### src/rtl/spi_cmd_pkg.sv
// spi_cmd_pkg: shared states and opcode decode for the SPI command sequencer
package spi_cmd_pkg;

    typedef enum logic [2:0] {
        IDLE,
        CMD,
        WR,
        RD_FETCH,
        RD_WAIT,
        RD_HOLD,
        DISCARD
    } state_e;

    localparam int OP_RW_BIT = 7;

    function automatic logic is_read(input logic [7:0] op);
        return op[OP_RW_BIT];
    endfunction

endpackage

### src/rtl/spi_cmd_ctrl.sv
// spi_cmd_ctrl: turns SPI chip-select frames into register-file read/write bursts
module spi_cmd_ctrl
    import spi_cmd_pkg::*;
#(
    parameter int          ADDR_W      = 7,
    parameter int          NUM_REGS    = 96,
    parameter logic [7:0]  STATUS_BYTE = 8'hA5
) (
    input  logic              clk,
    input  logic              rst_n,
    input  logic              frame_start,
    input  logic              frame_end,
    input  logic              rx_valid,
    input  logic [7:0]        rx_byte,
    input  logic              tx_req,
    output logic [7:0]        tx_byte,
    output logic              reg_we,
    output logic              reg_re,
    output logic [ADDR_W-1:0] reg_addr,
    output logic [7:0]        reg_wdata,
    input  logic [7:0]        reg_rdata,
    output logic              busy,
    output logic [7:0]        err_cnt
);

    state_e            state, state_n;
    logic [ADDR_W-1:0] addr, addr_n, op_addr, addr_inc, reg_addr_n;
    logic [7:0]        tx_n, wdata_n;
    logic              we_n, re_n, err_inc;

    assign op_addr  = rx_byte[ADDR_W-1:0];
    assign addr_inc = (32'(addr) == NUM_REGS - 1) ? '0 : addr + ADDR_W'(1);
    assign busy     = state != IDLE;

    // Next-state, address, prefetch and strobe decode; frame edges override the per-state result
    always_comb begin
        state_n    = state;
        addr_n     = addr;
        tx_n       = tx_byte;
        wdata_n    = reg_wdata;
        reg_addr_n = reg_addr;
        we_n       = 1'b0;
        err_inc    = 1'b0;
        case (state)
            IDLE: if (frame_start) state_n = CMD;
            CMD: if (rx_valid) begin
                if (32'(op_addr) >= NUM_REGS) begin
                    state_n = DISCARD;
                    err_inc = 1'b1;
                end else begin
                    addr_n  = op_addr;
                    state_n = is_read(rx_byte) ? RD_FETCH : WR;
                end
            end
            WR: if (rx_valid) begin
                we_n       = 1'b1;
                reg_addr_n = addr;
                wdata_n    = rx_byte;
                addr_n     = addr_inc;
            end
            RD_FETCH: begin
                err_inc = tx_req;
                state_n = RD_WAIT;
            end
            RD_WAIT: begin
                err_inc = tx_req;
                tx_n    = reg_rdata;
                addr_n  = addr_inc;
                state_n = RD_HOLD;
            end
            RD_HOLD: if (tx_req) state_n = RD_FETCH;
            default: ;
        endcase
        if (frame_end) begin
            state_n = IDLE;
            tx_n    = STATUS_BYTE;
            addr_n  = '0;
        end else if (frame_start && state != IDLE) begin
            state_n = CMD;
            tx_n    = STATUS_BYTE;
            addr_n  = '0;
            err_inc = 1'b1;
        end
        re_n = state_n == RD_FETCH;
        if (re_n) reg_addr_n = addr_n;
    end

    // State, datapath and registered strobes; reg_re is high for the whole RD_FETCH cycle
    always_ff @(posedge clk or negedge rst_n) begin
        if (!rst_n) begin
            state     <= IDLE;
            addr      <= '0;
            tx_byte   <= STATUS_BYTE;
            reg_we    <= 1'b0;
            reg_re    <= 1'b0;
            reg_addr  <= '0;
            reg_wdata <= '0;
            err_cnt   <= '0;
        end else begin
            state     <= state_n;
            addr      <= addr_n;
            tx_byte   <= tx_n;
            reg_we    <= we_n;
            reg_re    <= re_n;
            reg_addr  <= reg_addr_n;
            reg_wdata <= wdata_n;
            err_cnt   <= (err_inc && err_cnt != 8'hFF) ? err_cnt + 8'd1 : err_cnt;
        end
    end

endmodule

### config.mk
export PLATFORM = sky130hd
export DESIGN_NAME = spi_cmd_ctrl
export DESIGN_NICKNAME = d
export VERILOG_FILES = /design/src/rtl/spi_cmd_pkg.sv /design/src/rtl/spi_cmd_ctrl.sv
export SDC_FILE = /design/constraint.sdc
export NUM_CORES = 1
export LEC_CHECK = 0
export ABC_CLOCK_PERIOD_IN_PS = 1950
export CORE_AREA = 2 2 90 92
export DETAILED_ROUTE_END_ITERATION = 7
export DIE_AREA = 0 0 92 94
export RECOVER_POWER = 100
export SYNTH_ARGS = -nofsm -noshare
export SYNTH_HDL_FRONTEND = slang
export SYNTH_SLANG_ARGS = --single-unit
### constraint.sdc
create_clock -name clk -period 1.95 [get_ports clk]
set_input_delay 0.39 -clock clk [delete_from_list [all_inputs] [get_ports clk]]
set_output_delay 0.39 -clock clk [all_outputs]
set_load 0.05 [all_outputs]
==> flow_metrics.py, run 1 <==
metrics = {
    "global_routing": {
        "first_global_vias": 2008,
        "overflow": 0,
        "grt_max_degree": 25,
        "track_usage": 0.143,
        "antenna_found_initial": 0,
        "grt_pass1_wl_um": 9760,
    },
    "yosys": {
        "synthTopCellsByCount": "55 x nand2_1, 39 x dfrtp_1, 16 x a21oi_1",
        "syn-num-nets": 258,
        "syn_avg_cell_area_um2": 9.61,
        "synthDistinctLibCells": 53,
        "yosys.area.top_type": "dfrtp_1",
        "yosysWarnings": 0,
        "yosysMostFrequentCell": "nand2_1",
        "synth-main-ff-cell": "dfrtp_1",
        "ys_seq_area_frac": 0.481,
        "synth_edf_count": 0,
        "synth_area_um2": 2250,
        "synthTopCellsByArea": "dfrtp_1 43%, nand2_1 9.2%, dfstp_2 4.7%",
        "synth-seq-cells": 43,
        "syn_inst": 234,
        "synth_top_area_frac": 0.434,
        "synthArstFlopShare": 1.00,
    },
    "sta": {
        "finalSetupTns_ns": 0,
        "holdWs_ns": 0.263,
        "worst_slew_pin_slew_ns": 1.08,
        "setup_viol": 0,
        "slew_viol_final": 0,
        "max-slew-margin-rel": 0.278,
        "finalCritPeriodShare": 0.965,
        "grt_setup_unrepaired": "true",
        "hold_violations": 0,
        "fin_skew_ns": 0.00422,
        "fmax_mhz": 531,
        "finalCriticalPeriod_ns": 1.88,
    },
    "min_path": {
        "min_path_type": "in2async",
    },
    "routing": {
        "wl_um": 6090,
        "post_drt_via_cell_ratio": 4.78,
        "drtPass1Iterations": 4,
        "antenna_left": 0,
        "wl_per_cell_um": 14.0,
        "num_vias": 2086,
        "post-route-drc-count": 0,
        "drtIter0Drc": 93,
    },
    "power_and_ir_drop": {
        "leakagePower_nw": 1.53,
        "p_sw_mw": 1.22,
        "combPwrFrac": 0.402,
        "sw_frac_of_total": 0.394,
        "internal_power_mw": 1.87,
        "power.density_nw_per_um2": 928,
        "pwr-share-clk": 0.223,
        "peakVddDrop_v": 0.000353,
        "seqPwrFrac": 0.374,
        "totalPowerFinal_mw": 3.09,
    },
    "setup_path": {
        "slowest_stage": "clkdlybuf4s50_1",
        "critPathKind": "reg2out",
        "worst_setup_path_end_kind": "output port",
        "crit_family": "buffers and inverters",
        "cp_slowest_stage_delay_ns": 0.81,
        "cp-start-kind": "flip-flop",
        "cp.arrival_ns": 1.49,
        "cp_max_fo": 3,
        "worstPathRequired_ns": 1.56,
        "crit_buf_inv": 1,
        "path_cells": "clkdlybuf4s50_1",
    },
    "floorplan": {
        "die_area_um2": 8650,
        "fp-row-count": 32,
        "start_util": 0.296,
        "dieWidth_um": 92,
        "core-area_um2": 7610,
        "pin_count": 56,
        "die_h_um": 94,
    },
    "place": {
        "placedCellCount": 426,
        "gp_congestion": 0.883,
        "hpwl_um": 4590,
        "port_buffers": 55,
    },
    "clock_tree": {
        "cts_root_buf": "clkbuf_8",
        "clock_sinks": 43,
        "cts_buffers": 5,
        "clkLatencyLatePin_ns": 0.30,
        "cts_tree": "built",
        "cts_buffer_depth": 2,
        "clk_pin_slew_worst_paths_ns": 0.08,
        "htreeDepth": 2,
        "cts_hold_buf": 0,
    },
    "finish": {
        "final_cell_count_no_fill": 436,
        "drive_gt1_frac": 0.299,
        "antenna_cells": 0,
        "finalNetCount": 357,
        "area_delta_synth_final_pct": 48.2,
        "num-fill-cells": 748,
    },
    "job": {
        "maxCapViolCount": 0,
    },
    "status": {
        "status": "finished clean",
    },
}
area by class of cell:
class	count	area, um^2	area share
flip-flops and latches	43	1080	0.325
repair buffers	102	847	0.254
clock inverters	1	30.0	0.00901
multi-input cells	173	1140	0.341
clock buffers	7	76.3	0.0229
inverters	8	30.0	0.00901
well taps	102	128	0.0383
state kept, by name, indices dropped and copies added (netlist names):
name,cells
state,3
err_cnt,8
reg_re,1
tx_byte,8
reg_we,1
reg_addr,7
addr,7
reg_wdata,8
layout by cell type, fill, tap and decap left out, types with 5 or more instances in the layout:
cell	synthesis	final
a21oi_1	16	16
buf_4	1	65
clkbuf_8	0	5
clkdlybuf4s50_1	0	35
dfrtp_1	39	36
inv_1	7	7
mux2i_1	5	5
nand2_1	55	55
nand3_1	12	12
nor2_1	11	11
o21ai_0	5	5
routing by layer:
layer | global-route usage | routed length (um) | up-vias
li1 | - | - | 1028
met1 | 0.192 | 2780 | 1004
met2 | 0.234 | 2970 | 48
met3 | 0.0305 | 276 | 6
met4 | 0.0398 | 67 | 0
met5 | 0 | 0 | -
kinds of logic (layout without fill, tap and decap cells):
family                   Yosys count  count (layout)  share of synthesized area
buffers and inverters             18             118                     0.0356
AND/OR/NAND/NOR                  100             100                      0.220
flip-flops                        43              43                      0.481
multiplexers                      13              13                     0.0623
AO/OA/AOI/OAI                     54              54                      0.175
XOR/XNOR                           4               4                     0.0156
adder cells (fa/ha/maj)            2               2                     0.0111
path summary, 6_finish.rpt:
path | start | to | slack [ns] | cells past startpoint
setup reg to reg | state[0] | reg_addr[4] | 0.08 | 6
hold / removal | rst_n | err_cnt[2] | 0.26 | 1
setup / recovery | err_cnt[5] | err_cnt[5] | 0.07 | 1
hold reg to reg | reg_wdata[2] | reg_wdata[2] | 0.48 | 2
min in group clk | reg_wdata[2] | reg_wdata[2] | 0.48 | 2
max in group asynchronous | rst_n | state[1] | 0.48 | 2
repair_timing:
item,4_1_cts,5_1_grt
setup endpoints to repair,6,14
buffers inserted,0,2
gates resized for setup,1,10
pin swaps,0,2
power groups by stage:
stage | logic [mW] | registers (mW) | clock network, mW
floorplan | 0.293 | 1.64 | 0
global placement | 1.23 | 1.17 | 0
detailed placement | 1.24 | 1.18 | 0
CTS | 1.24 | 1.16 | 0.711
global route | 1.32 | 1.18 | 0.746
finish | 1.24 | 1.16 | 0.691
per-stage QoR:
| step | worst slack, ns | area (um^2) | utilization |
|---|---|---|---|
| after detailed placement | -0.224 | 3170 | 0.417 |
| after global placement | -0.192 | 3170 | 0.417 |
| final | 0.0676 | 3330 | 0.438 |
| after CTS | 0.0234 | 3290 | 0.432 |
| after floorplan | 0.0238 | 2250 | - |
| after global routing | -0.0154 | 3330 | 0.438 |
Note: power is estimated with default switching activity, not from simulation.
==> inputs of run 2 (changes only) <==
--- a/config.mk
+++ b/config.mk
@@ -6,9 +6,13 @@
 export NUM_CORES = 1
 export LEC_CHECK = 0
 export ABC_CLOCK_PERIOD_IN_PS = 1950
+export CAP_MARGIN = 10
+export CELL_PAD_IN_SITES_DETAIL_PLACEMENT = 0
+export CELL_PAD_IN_SITES_GLOBAL_PLACEMENT = 2
 export CORE_AREA = 2 2 90 92
 export DETAILED_ROUTE_END_ITERATION = 7
 export DIE_AREA = 0 0 92 94
+export PLACE_DENSITY_LB_ADDON = 0.1
 export RECOVER_POWER = 100
 export SYNTH_ARGS = -nofsm -noshare
 export SYNTH_HDL_FRONTEND = slang
==> flow_metrics.py, run 2 (synthesis gave the netlist of run 1 again) <==
metrics = {
    "routing": {
        "wl_um": 6660,
        "post-route-drc-count": 0,
        "num_vias": 2137,
        "drtPass1Iterations": 4,
        "drtIter0Drc": 114,
        "wl_per_cell_um": 14.7,
        "antenna_left": 0,
        "post_drt_via_cell_ratio": 4.73,
    },
    "floorplan": {
        "start_util": 0.296,
        "core-area_um2": 7610,
        "die_area_um2": 8650,
        "dieWidth_um": 92,
        "fp-row-count": 32,
        "die_h_um": 94,
        "pin_count": 56,
    },
    "global_routing": {
        "track_usage": 0.156,
        "grt_pass1_wl_um": 10600,
        "grt_max_degree": 24,
        "first_global_vias": 2056,
        "overflow": 0,
        "antenna_found_initial": 0,
    },
    "setup_path": {
        "critPathKind": "reg2reg",
        "worst_setup_path_end_kind": "flip-flop",
        "cp.arrival_ns": 2.09,
        "worstPathRequired_ns": 2.14,
        "ff2ff_setup_slack_ns": 0.05,
        "cp_max_fo": 8,
        "cp-start-kind": "flip-flop",
    },
    "clock_tree": {
        "clock_sinks": 43,
        "cts_buffer_depth": 2,
        "htreeDepth": 2,
        "cts_root_buf": "clkbuf_8",
        "clk_pin_slew_worst_paths_ns": 0.09,
        "clkLatencyLatePin_ns": 0.31,
        "cts_tree": "built",
        "cts_hold_buf": 0,
        "cts_buffers": 5,
    },
    "power_and_ir_drop": {
        "peakVddDrop_v": 0.000398,
        "totalPowerFinal_mw": 3.25,
        "power.density_nw_per_um2": 927,
        "leakagePower_nw": 1.59,
    },
    "finish": {
        "num-fill-cells": 772,
        "reg_top3": "err_cnt (8), reg_wdata (8), tx_byte (8)",
        "area_delta_synth_final_pct": 55.8,
        "fin_util": 0.461,
        "antenna_cells": 0,
        "finalNetCount": 373,
        "final_cell_mix": "64 x buf_4, 55 x nand2_1, 36 x dfrtp_1",
        "final_common_cell": "buf_4",
        "drive_gt1_frac": 0.317,
        "multi_input_area_um2": 1190,
        "seqCellArea_um2": 1080,
    },
    "sta": {
        "fin_skew_ns": 0.0150,
        "max-slew-margin-rel": 0.219,
        "setup_viol": 0,
        "grt_setup_unrepaired": "true",
        "finalCritPeriodShare": 0.975,
        "slew_viol_final": 0,
        "finalCriticalPeriod_ns": 1.90,
        "hold_violations": 0,
        "fmax_mhz": 526,
        "worst_slew_pin_slew_ns": 1.17,
    },
    "status": {
        "status": "finished clean",
    },
    "min_path": {
        "min_path_type": "in2async",
    },
    "place": {
        "gp_congestion": 0.783,
        "hpwl_um": 4790,
        "port_buffers": 55,
    },
    "job": {
        "maxCapViolCount": 0,
    },
}
## run 2: cell count changes in the layout (fill, tap and decap cells not counted), moves of 2 or more
cell      delta
clkbuf_1    +12
buf_6        +3
a21oi_1      -2
a21oi_2      +2
a31oi_1      -2
mux2_1       -2
mux2_4       +2
## run 2: report_power, final
| group | switching, mW | total, mW | leakage [nW] | internal, mW |
|---|---|---|---|---|
| clock | 0.333 | 0.846 | 0.0654 | 0.513 |
| sequential | 0.109 | 1.15 | 0.559 | 1.04 |
| combinational | 0.812 | 1.25 | 0.969 | 0.441 |
## run 2: path summary, 6_finish.rpt
path	startpoint	endpoint	cells past startpoint
setup / recovery	state[0]	reg_addr[2]	7
hold / removal	rst_n	reg_wdata[4]	1
setup reg to reg	state[0]	reg_addr[2]	7
hold reg to reg	reg_wdata[2]	reg_wdata[2]	2
max in group asynchronous	rst_n	state[1]	2
min in group clk	reg_wdata[2]	reg_wdata[2]	2
## run 2: per-stage QoR
step | setup TNS [ns] | hold WS [ns] | instances | setup WS, ns | cell area, um^2
2_1_floorplan | 0 | 0.0944 | 234 | 0.0238 | 2250
3_3_place_gp | -2.51 | 0.403 | 429 | -0.224 | 3200
3_5_place_dp | -2.91 | 0.408 | 429 | -0.239 | 3200
4_1_cts | 0 | 0.0784 | 438 | 0.00802 | 3380
5_1_grt | -0.319 | 0.425 | 452 | -0.0811 | 3500
6_report | 0 | 0.299 | 452 | 0.0483 | 3500
## run 2: timing repair
item / in CTS / in global routing
gates resized for setup: 8 / 18
buffers inserted: 1 / 14
pin swaps: 1 / 6
setup endpoints to repair: 7 / 16
## run 2: critical path, cell delays in order (launching register included)
cell	delay, ns
dfrtp_2	0.48
buf_4	0.16
nor3b_4	0.31
buf_4	0.19
a211oi_4	0.05
o21ai_1	0.17
a31oi_2	0.12
mux2_1	0.29
## run 2: final cells by class
class                           instances  share of cell area
Multi-Input combinational cell        173               0.341
Sequential cell                        43               0.310
Timing Repair Buffer                  118               0.267
Tap cell                              102              0.0364
Clock buffer                            6              0.0207
Clock inverter                          2              0.0171
Inverter                                8             0.00857
## run 2: metal layers
layer	vias up	wire (um)	track usage	share of wire
li1	1056	-	-	-
met5	-	0	0	0
met4	0	74	0.0448	0.011
met2	40	3130	0.244	0.47
met3	7	204	0.0273	0.031
met1	1034	3250	0.221	0.49
==> inputs of run 3 (changes only) <==
--- a/config.mk
+++ b/config.mk
@@ -5,7 +5,7 @@
 export SDC_FILE = /design/constraint.sdc
 export NUM_CORES = 1
 export LEC_CHECK = 0
-export ABC_CLOCK_PERIOD_IN_PS = 1950
+export ABC_CLOCK_PERIOD_IN_PS = 2150
 export CAP_MARGIN = 10
 export CELL_PAD_IN_SITES_DETAIL_PLACEMENT = 0
 export CELL_PAD_IN_SITES_GLOBAL_PLACEMENT = 2
==> constraint.sdc (replaced) <==
create_clock -name clk -period 2.15 [get_ports clk]
set_input_delay 0.43 -clock clk [delete_from_list [all_inputs] [get_ports clk]]
set_output_delay 0.43 -clock clk [all_outputs]
set_load 0.05 [all_outputs]
==> flow_metrics.py, run 3 (synthesis gave the netlist of run 1 again) <==
metrics = {
    "routing": {
        "drtIter0Drc": 62,
        "num_vias": 1999,
        "post-route-drc-count": 0,
        "drtPass1Iterations": 4,
        "wl_um": 6140,
        "antenna_left": 0,
        "post_drt_via_cell_ratio": 4.69,
        "wl_per_cell_um": 14.4,
    },
    "sta": {
        "finalCritPeriodShare": 0.961,
        "finalCriticalPeriod_ns": 2.07,
        "worst_slew_pin_slew_ns": 1.08,
        "max-slew-margin-rel": 0.279,
        "timing.final.ws_setup_ns": 0.0844,
        "finalSetupTns_ns": 0,
        "slew_viol_final": 0,
        "fmax_mhz": 484,
        "setup_viol": 0,
        "fin_skew_ns": 0.00399,
        "hold_violations": 0,
    },
    "setup_path": {
        "cp-start-kind": "flip-flop",
        "r2r-start": "state[1]",
        "worstPathRequired_ns": 1.72,
        "critPathKind": "reg2out",
        "ff2ff_setup_slack_ns": 0.11,
        "path_cells": "clkdlybuf4s50_1",
        "reg2reg_depth": 5,
        "worst_setup_path_end_kind": "output port",
        "cp_slowest_stage_delay_ns": 0.79,
        "crit_buf_inv": 1,
        "crit_family": "buffers and inverters",
        "slowest_stage": "clkdlybuf4s50_1",
        "cp_max_fo": 2,
        "worst_r2r_endpoint": "reg_addr[1]",
        "cp.arrival_ns": 1.64,
    },
    "floorplan": {
        "fp-row-count": 32,
        "pin_count": 56,
        "die_h_um": 94,
        "core-area_um2": 7610,
        "die_area_um2": 8650,
        "start_util": 0.296,
        "dieWidth_um": 92,
    },
    "min_path": {
        "min_path_type": "in2async",
    },
    "finish": {
        "finalNetCount": 347,
        "drive_gt1_frac": 0.213,
        "area_delta_synth_final_pct": 45.2,
        "fin_util": 0.429,
        "final_cell_mix": "55 x nand2_1, 53 x clkdlybuf4s50_1, 38 x dfrtp_1",
        "antenna_cells": 0,
        "reg_top3": "err_cnt (8), reg_wdata (8), tx_byte (8)",
        "design_area_um2": 3260,
        "final_common_cell": "nand2_1",
    },
    "place": {
        "place_area_um2": 3160,
        "hpwl_um": 4590,
        "port_buffers": 55,
        "pre_cts_slack_ns": -0.103,
        "gp_congestion": 0.779,
    },
    "power_and_ir_drop": {
        "internal_power_mw": 1.65,
        "power.density_nw_per_um2": 841,
        "peakVddDrop_v": 0.000264,
        "p_sw_mw": 1.09,
        "seqPwrFrac": 0.382,
        "combPwrFrac": 0.408,
        "leakagePower_nw": 1.46,
        "sw_frac_of_total": 0.398,
        "pwr-share-clk": 0.210,
    },
    "global_routing": {
        "track_usage": 0.145,
        "grt_pass1_wl_um": 9780,
        "first_global_vias": 1948,
        "antenna_found_initial": 0,
        "overflow": 0,
        "grt_max_degree": 44,
    },
    "clock_tree": {
        "cts_hold_buf": 0,
        "cts_setup_buffers": 0,
        "ctsResizeCount": 1,
        "clkLatencyLatePin_ns": 0.30,
        "clock_sinks": 43,
        "cts_tree": "built",
        "cts_buffer_depth": 2,
        "cts_buffers": 5,
        "htreeDepth": 2,
        "clk_pin_slew_worst_paths_ns": 0.08,
        "cts_root_buf": "clkbuf_8",
    },
    "status": {
        "status": "finished clean",
    },
    "job": {
        "maxCapViolCount": 0,
    },
}
run 3: area by class of cell:
cell class / instances / area [um^2]
Fill cell: 798 / 4340
Multi-Input combinational cell: 173 / 1110
Sequential cell: 43 / 1080
Timing Repair Buffer: 92 / 818
Tap cell: 102 / 128
Clock buffer: 8 / 100
Inverter: 8 / 30.0
run 3: worst max-delay path by stage:
stage               startpoint           to  slack (ns)  depth (start not counted)
finish              tx_byte[7]   tx_byte[7]        0.08                          1
global placement      rx_valid   err_cnt[5]       -0.09                          8
floorplan             state[1]  reg_addr[3]        0.22                          6
detailed placement    rx_valid   err_cnt[5]       -0.10                          8
CTS                   state[2]  reg_addr[4]        0.07                          5
global route          state[1]   err_cnt[5]       -0.03                          6
run 3: per-layer routing:
layer	part of all wire	track usage	vias to the layer above
met5	0	0	-
met4	0.016	0.0522	0
met3	0.031	0.0217	8
met2	0.47	0.234	35
met1	0.49	0.200	947
li1	-	-	1009
run 3: power groups by stage:
stage | Sequential, mW | Combinational (mW) | Clock, mW
5_1_grt | 1.08 | 1.19 | 0.629
6_report | 1.05 | 1.12 | 0.576
3_3_place_gp | 1.06 | 1.13 | 0
3_5_place_dp | 1.07 | 1.13 | 0
4_1_cts | 1.05 | 1.13 | 0.604
2_1_floorplan | 1.49 | 0.266 | 0
run 3: stage by stage:
step,std cells,power (mW),hold WS (ns)
2_1_floorplan,234,1.75,0.134
3_3_place_gp,418,2.20,0.431
3_5_place_dp,418,2.20,0.431
4_1_cts,426,2.79,0.101
5_1_grt,426,2.90,0.512
6_report,426,2.74,0.400
